==> src/rtl/multicycle_control_unit_if.sv <==
// Control bundle between the multicycle control unit and the MIPS datapath.
// The datapath supplies op/funct/zero; the control unit drives every select/enable.
interface multicycle_control_unit_if;
  logic [5:0] op;
  logic [5:0] funct;
  logic       zero;
  logic       PCen;
  logic       IorD;
  logic       Ori;
  logic       MemWrite;
  logic       IRWrite;
  logic       RegDst;
  logic       MemtoReg;
  logic       RegWrite;
  logic       ALUSrcA;
  logic       PCsrc;
  logic [1:0] ALUSrcB;
  logic [2:0] ALUControl;

  modport master (
    input  op, funct, zero,
    output PCen, IorD, Ori, MemWrite, IRWrite, RegDst, MemtoReg, RegWrite,
           ALUSrcA, PCsrc, ALUSrcB, ALUControl
  );

  modport slave (
    output op, funct, zero,
    input  PCen, IorD, Ori, MemWrite, IRWrite, RegDst, MemtoReg, RegWrite,
           ALUSrcA, PCsrc, ALUSrcB, ALUControl
  );
endinterface

==> src/rtl/multicycle_control_unit.sv <==
// Moore FSM sequencing the multicycle MIPS datapath (lw, sw, R-type, beq, addi, ori).
// Outputs decode the current state; write enables are gated off while reset is low.
module multicycle_control_unit #(
  parameter int unsigned STATE_W = 4
) (
  input  logic                      clk,
  input  logic                      reset,
  multicycle_control_unit_if.master bus,
  output logic [STATE_W-1:0]        state_o,
  output logic                      illegal_o,
  output logic                      instr_done_o
);

  localparam logic [5:0] OP_RTYPE = 6'h00;
  localparam logic [5:0] OP_BEQ   = 6'h04;
  localparam logic [5:0] OP_ADDI  = 6'h08;
  localparam logic [5:0] OP_ORI   = 6'h0D;
  localparam logic [5:0] OP_LW    = 6'h23;
  localparam logic [5:0] OP_SW    = 6'h2B;

  localparam logic [2:0] ALU_ADD = 3'b010;
  localparam logic [2:0] ALU_SUB = 3'b110;
  localparam logic [2:0] ALU_AND = 3'b000;
  localparam logic [2:0] ALU_OR  = 3'b001;
  localparam logic [2:0] ALU_SLT = 3'b111;

  typedef enum logic [3:0] {
    FETCH  = 4'd0,
    DECODE = 4'd1,
    MEMADR = 4'd2,
    MEMRD  = 4'd3,
    MEMWB  = 4'd4,
    MEMWR  = 4'd5,
    RTEX   = 4'd6,
    RTWB   = 4'd7,
    BRANCH = 4'd8,
    IEX    = 4'd9,
    IWB    = 4'd10
  } state_e;

  state_e     state_q, state_d;

  logic       pc_en, iord, ori, mem_write, ir_write, reg_dst, mem_to_reg;
  logic       reg_write, alu_src_a, pc_src, illegal, instr_done;
  logic [1:0] alu_src_b;
  logic [2:0] alu_ctl;
  logic       funct_legal;
  logic [2:0] funct_alu;

  // R-type funct decode; the IR holds funct stable across DECODE and RTEX
  always_comb begin
    funct_legal = 1'b1;
    funct_alu   = ALU_ADD;
    case (bus.funct)
      6'h20:   funct_alu = ALU_ADD;
      6'h22:   funct_alu = ALU_SUB;
      6'h24:   funct_alu = ALU_AND;
      6'h25:   funct_alu = ALU_OR;
      6'h2A:   funct_alu = ALU_SLT;
      default: funct_legal = 1'b0;
    endcase
  end

  always_ff @(posedge clk or negedge reset) begin
    if (!reset) state_q <= FETCH;
    else        state_q <= state_d;
  end

  // Next-state and per-state datapath controls
  always_comb begin
    state_d    = FETCH;
    pc_en      = 1'b0;
    iord       = 1'b0;
    ori        = 1'b0;
    mem_write  = 1'b0;
    ir_write   = 1'b0;
    reg_dst    = 1'b0;
    mem_to_reg = 1'b0;
    reg_write  = 1'b0;
    alu_src_a  = 1'b0;
    pc_src     = 1'b0;
    alu_src_b  = 2'b00;
    alu_ctl    = ALU_ADD;
    illegal    = 1'b0;
    instr_done = 1'b0;
    case (state_q)
      FETCH: begin
        ir_write  = 1'b1;
        alu_src_b = 2'b01;
        pc_en     = 1'b1;
        state_d   = DECODE;
      end
      DECODE: begin
        alu_src_b = 2'b11;
        if (bus.op == OP_LW || bus.op == OP_SW)          state_d = MEMADR;
        else if (bus.op == OP_RTYPE && funct_legal)      state_d = RTEX;
        else if (bus.op == OP_BEQ)                       state_d = BRANCH;
        else if (bus.op == OP_ADDI || bus.op == OP_ORI)  state_d = IEX;
        else begin
          state_d = FETCH;
          illegal = 1'b1;
        end
      end
      MEMADR: begin
        alu_src_a = 1'b1;
        alu_src_b = 2'b10;
        state_d   = (bus.op == OP_SW) ? MEMWR : MEMRD;
      end
      MEMRD: begin
        iord    = 1'b1;
        state_d = MEMWB;
      end
      MEMWB: begin
        mem_to_reg = 1'b1;
        reg_write  = 1'b1;
        instr_done = 1'b1;
      end
      MEMWR: begin
        iord       = 1'b1;
        mem_write  = 1'b1;
        instr_done = 1'b1;
      end
      RTEX: begin
        alu_src_a = 1'b1;
        alu_ctl   = funct_alu;
        state_d   = RTWB;
      end
      RTWB: begin
        reg_dst    = 1'b1;
        reg_write  = 1'b1;
        instr_done = 1'b1;
      end
      BRANCH: begin
        alu_src_a  = 1'b1;
        alu_ctl    = ALU_SUB;
        pc_src     = 1'b1;
        pc_en      = bus.zero;
        instr_done = 1'b1;
      end
      IEX: begin
        alu_src_a = 1'b1;
        alu_src_b = 2'b10;
        if (bus.op == OP_ORI) begin
          alu_ctl = ALU_OR;
          ori     = 1'b1;
        end
        state_d = IWB;
      end
      IWB: begin
        reg_write  = 1'b1;
        instr_done = 1'b1;
      end
      default: state_d = FETCH;
    endcase
  end

  // Enables and pulses are held low during reset; selects keep their FETCH values
  assign bus.PCen       = pc_en     & reset;
  assign bus.MemWrite   = mem_write & reset;
  assign bus.IRWrite    = ir_write  & reset;
  assign bus.RegWrite   = reg_write & reset;
  assign illegal_o      = illegal    & reset;
  assign instr_done_o   = instr_done & reset;
  assign bus.IorD       = iord;
  assign bus.Ori        = ori;
  assign bus.RegDst     = reg_dst;
  assign bus.MemtoReg   = mem_to_reg;
  assign bus.ALUSrcA    = alu_src_a;
  assign bus.PCsrc      = pc_src;
  assign bus.ALUSrcB    = alu_src_b;
  assign bus.ALUControl = alu_ctl;
  assign state_o        = STATE_W'(state_q);

endmodule

==> src/flat_wrapper.sv <==
// flat-port wrapper written by rule: the top's interface ports become plain ports
module multicycle_control_unit_flat 
#(
  parameter int unsigned STATE_W = 4
)
  (clk, reset, state_o, illegal_o, instr_done_o, bus_op, bus_funct, bus_zero, bus_PCen, bus_IorD, bus_Ori, bus_MemWrite, bus_IRWrite, bus_RegDst, bus_MemtoReg, bus_RegWrite, bus_ALUSrcA, bus_PCsrc, bus_ALUSrcB, bus_ALUControl);
  multicycle_control_unit_if bus_i ();
  input  logic clk;
  input  logic reset;
  output logic [STATE_W-1:0] state_o;
  output logic illegal_o;
  output logic instr_done_o;
  input wire logic [$bits(bus_i.op)-1:0] bus_op;
  input wire logic [$bits(bus_i.funct)-1:0] bus_funct;
  input wire logic [$bits(bus_i.zero)-1:0] bus_zero;
  output wire logic [$bits(bus_i.PCen)-1:0] bus_PCen;
  output wire logic [$bits(bus_i.IorD)-1:0] bus_IorD;
  output wire logic [$bits(bus_i.Ori)-1:0] bus_Ori;
  output wire logic [$bits(bus_i.MemWrite)-1:0] bus_MemWrite;
  output wire logic [$bits(bus_i.IRWrite)-1:0] bus_IRWrite;
  output wire logic [$bits(bus_i.RegDst)-1:0] bus_RegDst;
  output wire logic [$bits(bus_i.MemtoReg)-1:0] bus_MemtoReg;
  output wire logic [$bits(bus_i.RegWrite)-1:0] bus_RegWrite;
  output wire logic [$bits(bus_i.ALUSrcA)-1:0] bus_ALUSrcA;
  output wire logic [$bits(bus_i.PCsrc)-1:0] bus_PCsrc;
  output wire logic [$bits(bus_i.ALUSrcB)-1:0] bus_ALUSrcB;
  output wire logic [$bits(bus_i.ALUControl)-1:0] bus_ALUControl;
  assign bus_i.op = bus_op;
  assign bus_i.funct = bus_funct;
  assign bus_i.zero = bus_zero;
  assign bus_PCen = bus_i.PCen;
  assign bus_IorD = bus_i.IorD;
  assign bus_Ori = bus_i.Ori;
  assign bus_MemWrite = bus_i.MemWrite;
  assign bus_IRWrite = bus_i.IRWrite;
  assign bus_RegDst = bus_i.RegDst;
  assign bus_MemtoReg = bus_i.MemtoReg;
  assign bus_RegWrite = bus_i.RegWrite;
  assign bus_ALUSrcA = bus_i.ALUSrcA;
  assign bus_PCsrc = bus_i.PCsrc;
  assign bus_ALUSrcB = bus_i.ALUSrcB;
  assign bus_ALUControl = bus_i.ALUControl;
  multicycle_control_unit #(.STATE_W(STATE_W)) u_core (.clk(clk), .reset(reset), .bus(bus_i), .state_o(state_o), .illegal_o(illegal_o), .instr_done_o(instr_done_o));
endmodule
==> config.mk <==
export PLATFORM = sky130hd
export DESIGN_NAME = multicycle_control_unit_flat
export DESIGN_NICKNAME = d
export VERILOG_FILES = /design/src/rtl/multicycle_control_unit_if.sv /design/src/rtl/multicycle_control_unit.sv /design/src/flat_wrapper.sv
export SDC_FILE = /design/constraint.sdc
export NUM_CORES = 1
export LEC_CHECK = 0
export BUFFER_PORTS_ARGS = -buffer_cell sky130_fd_sc_hd__buf_2
export CORE_MARGIN = 4
export CORE_UTILIZATION = 41
export CTS_BUF_LIST = sky130_fd_sc_hd__clkbuf_16
export DETAILED_ROUTE_END_ITERATION = 7
export GPL_TIMING_DRIVEN = 1
export MAX_ROUTING_LAYER = met4
export PLACE_DENSITY = 0.75
export SLEW_MARGIN = 10
export SYNTH_ARGS = -nofsm -noshare
export SYNTH_HDL_FRONTEND = slang
export SYNTH_SLANG_ARGS = --single-unit
==> constraint.sdc <==
create_clock -name clk -period 1.6 [get_ports clk]
set_clock_uncertainty 0.1 [all_clocks]
set_input_delay 0.08 -clock clk [delete_from_list [all_inputs] [get_ports clk]]
set_output_delay 0.08 -clock clk [all_outputs]
set_load 0.1 [all_outputs]
==> results.tsv, run 1 <==
metric	value	unit
status	stopped before the end	
stop_stage	clock tree synthesis	
error	[ERROR DPL-0038] Utilization greater than 100%, impossible to legalize	
yosysTopAreaCell	dfrtp_1	
die_x	45.0	um
synthTopCellsByArea	dfrtp_1 (18%), nand2_1 (5.3%), nand2b_1 (4.5%)	
postCtsResizedCells	42	
synthesis.area	562	sq um
ctsRootBufferMaster	clkbuf_16	
io_pins	36	
synth.avg_cell_area	7.39	sq um
synth_fp_nets	91	
synth.top_cell.area_share	0.178	
syn_inst	76	
clk_path_buf_depth	2	
globalplace.congestion	0.893	
htreeDepth	1	
cts_inserted_buffers	3	
ys_ff_latch	4	
num_rows	13	
cts_sinks	4	
holdBufCountCts	1	
start_util	0.432	
place_inst	134	
die_h	45.0	um
synth.distinct_cells	34	
numPortBuffers	35	
ys_seq_area_frac	0.178	
placed_area	1210	sq um
yosysWarnings	0	
post_cts_buffers	19	
detailed_place_hpwl	2180	um
through the flow:
stage	setup WS (ns)	setup TNS, ns	hold slack, ns
2_1_floorplan	-1.15	-8.35	-0.316
3_5_place_dp	-0.00786	-0.00959	-0.154
3_3_place_gp	0.0344	0	-0.164
logic make-up after synthesis:
| family | share of synthesized area |
|---|---|
| AND/OR/NAND/NOR | 0.437 |
| AO/OA/AOI/OAI | 0.278 |
| XOR/XNOR | 0.0468 |
| buffers and inverters | 0.0601 |
| flip-flops | 0.178 |
synthesized netlist by cell type, drive strengths merged:
master / n
a211oi: 1
and3: 4
o21ai: 5
buf: 3
nand4: 1
nor4: 1
nor2: 6
nor2b: 3
nor3: 4
o21bai: 1
nand3: 3
o41ai: 2
nand4b: 1
xnor2: 1
nand3b: 1
inv: 5
a211o: 1
nand2: 8
o32ai: 2
a21oi: 3
nand2b: 4
a21bo: 1
a31o: 2
o211ai: 1
xor2: 2
nor4b: 1
and2: 3
nor3b: 1
a31oi: 1
dfrtp: 4
==> run 2, diff against run 1 <==
--- a/config.mk
+++ b/config.mk
@@ -6,13 +6,11 @@
 export NUM_CORES = 1
 export LEC_CHECK = 0
 export BUFFER_PORTS_ARGS = -buffer_cell sky130_fd_sc_hd__buf_2
-export CORE_MARGIN = 4
-export CORE_UTILIZATION = 41
-export CTS_BUF_LIST = sky130_fd_sc_hd__clkbuf_16
+export CORE_AREA = 4 4 65 67
 export DETAILED_ROUTE_END_ITERATION = 7
+export DIE_AREA = 0 0 69 71
 export GPL_TIMING_DRIVEN = 1
-export MAX_ROUTING_LAYER = met4
-export PLACE_DENSITY = 0.75
+export PLACE_DENSITY_LB_ADDON = 0.15
 export SLEW_MARGIN = 10
 export SYNTH_ARGS = -nofsm -noshare
 export SYNTH_HDL_FRONTEND = slang
==> run 2 against run 1 <==
The flow now finishes, with violations (setup timing). Area after synthesis did not move. Synthesized cell count unchanged.
==> results.tsv, run 2 <==
metric	value	unit	change
status	complete, but fails checks		was stopped before the end
violations	setup timing		
antenna_found_initial	0		
grt_max_degree	11		
rsz0062_at_grt	yes		
syn_inst	76		unchanged
cts_tree	yes		
tns	-1.16	ns	
ys_seq_area_frac	0.178		unchanged
start_util	0.155		was 0.432
clk_path_buf_depth	2		unchanged
numPortBuffers	35		unchanged
ys_ff_latch	4		unchanged
drive_gt1_frac	0.772		
cp.required	1.42	ns	
grt_pass1_wl	4100	um	
slew_headroom	0.674		
gr-usage-all-layers	0.0997		
antennaDiodeCount	0		
cts_sinks	4		unchanged
worst_pin_slew	0.493	ns	
final_common_cell	buf_4		
fillCellCount	350		
cp-end-kind	output port		
core_area	3630	sq um	
dr.pass1.iters	4		
fin_nets	162		
grt_pass1_vias	867		
die-area	4900	sq um	
multi_input_area	627	sq um	
seq_area	113	sq um	
p_leak	0.704	nW	
finalWorstSetupSlack	-0.164	ns	
detailed_place_hpwl	1870	um	was 2180 um
power_density	1890	nW/um^2	
clock_latency	0.22	ns	
yosysWarnings	0		unchanged
final_cell_mix	buf_4 (22), buf_2 (18), buf_12 (17), buf_6 (10), nand2_1 (5)		
synth.distinct_cells	34		unchanged
path_cells	buf_4 > buf_6 > xnor2_1 > nor3b_2 > buf_12		
synth-edff-count	0		unchanged
largest_reg_flops	4		
ir_drop	0.000695	V	
synth.avg_cell_area	7.39	sq um	unchanged
cts_inserted_buffers	3		unchanged
synth.most_common_cell	nand2_1		unchanged
globalplace.congestion	0.771		was 0.893
synthesis.area	562	sq um	unchanged
crit_path_start_kind	flip-flop		
critPathMaxFanout	5		
htreeDepth	1		unchanged
dr_total_vias	840		
worst-endpoint-arrival	1.58	ns	
path_class	flip-flop to output port		
wire_per_inst	13.6	um	
min_period	1.76	ns	
synthArstFlopShare	1.00		unchanged
clk_pin_slew_worst_paths	0.03	ns	
ys_top_cells_by_count	nand2_1 (8), nor2_1 (6), inv_1 (5), o21ai_0 (5)		unchanged
yosys_most_used_dff	dfrtp_1		unchanged
fmax	567	MHz	
ant_nets	0		
critPathSlowestCell	dfrtp_4		
num_rows	22		was 13
drt-total-wl	2620	um	
die_h	71	um	was 45.0 um
overflow	0		
fin_hold_ws	0.158	ns	
drv_slew	0		
drtIter0Drc	13		
pre_cts_ws	0.0384	ns	was -0.00786 ns
cpPeakStageDelay	0.47	ns	
io_pins	36		unchanged
areaGrowthSynthToFinish	185	%	
final_hold_viol_count	0		
synth_fp_nets	91		unchanged
vias_per_cell	4.35		
ctsRootBufferMaster	clkbuf_8		was clkbuf_16
drc_errors	0		
hp-class	primary input to asynchronous set/reset pin		
synth.top_cell.area_share	0.178		unchanged
finalSetupViolCount	13		
placed_area	1280	sq um	was 1210 sq um
finalCritPeriodShare	1.10		
final_area	1600	sq um	
fin_util	0.440		
yosysTopAreaCell	dfrtp_1		unchanged
maxCapViolCount	0		
die_x	69	um	was 45.0 um
synthTopCellsByArea	dfrtp_1 (18%), nand2_1 (5.3%), nand2b_1 (4.5%)		unchanged
[run 2: cell counts after synthesis]
Identical to the previous run, type by type.
[run 2: worst paths after layout]
kind	startpoint	end	slack (ns)	cells past startpoint
worst max-delay path	u_core.state_o[1]	bus_IorD	-0.16	5
worst min-delay path	reset	u_core.state_o[2]	0.16	2
worst max register to register	u_core.state_o[0]	u_core.state_o[1]	0.01	7
worst min register to register	u_core.state_o[1]	u_core.state_o[0]	0.67	3
max in group asynchronous	reset	u_core.state_o[0]	1.03	2
min in group clk	bus_op[4]	u_core.state_o[0]	0.17	4
[run 2: worst max-delay path: cells and delay by family (launching register included)]
family	cells	cell delay (ns)
flops	1	0.47
xor+xnor	1	0.13
buf+inv	3	0.50
simple gates	1	0.25
[run 2: stage by stage]
step,cells,power [W]
2_1_floorplan,76,0.00154
5_1_grt,193,0.00313
4_1_cts,185,0.00278
3_5_place_dp,171,0.00224
3_3_place_gp,171,0.00224
6_report,193,0.00302
[run 2: metal layers]
layer / global-route usage / vias up / part of all wire
li1: - / 415 / -
met1: 0.117 / 395 / 0.41
met2: 0.180 / 25 / 0.53
met3: 0.0213 / 5 / 0.042
met4: 0.0325 / 0 / 0.019
met5: 0 / - / 0
[run 2: logic make-up (layout without fill, tap and decap cells)]
logic type      after synthesis  after routing  synth area share
simple gates                 41             41             0.437
compound gates               20             20             0.278
buf+inv                       8             77            0.0601
flops                         4              4             0.178
xor+xnor                      3              3            0.0468
[run 2: cell type report]
class	instances	area share
clock buffers	3	0.0258
inverters	5	0.0156
repair buffers	69	0.459
well taps	48	0.0376
flip-flops and latches	4	0.0704
multi-input cells	64	0.392
[run 2: timing repair]
action | in CTS | in global routing
cloned | 0 | 0
hold endpoints to repair | 4 | 0
pin swaps | 7 | 8
resized for setup | 23 | 14
setup endpoints to repair | 16 | 16
hold buffers | 1 | 0
setup buffers | 10 | 11
[run 2: report_power, final]
group / switching (W) / leakage (nW) / internal, W
clock: 0.0000528 / 0.0216 / 0.000160
sequential: 0.0000455 / 0.0467 / 0.000148
combinational: 0.00152 / 0.636 / 0.00109
total: 0.00162 / 0.704 / 0.00140
No activity file was read; power rests on OpenSTA's default activity.
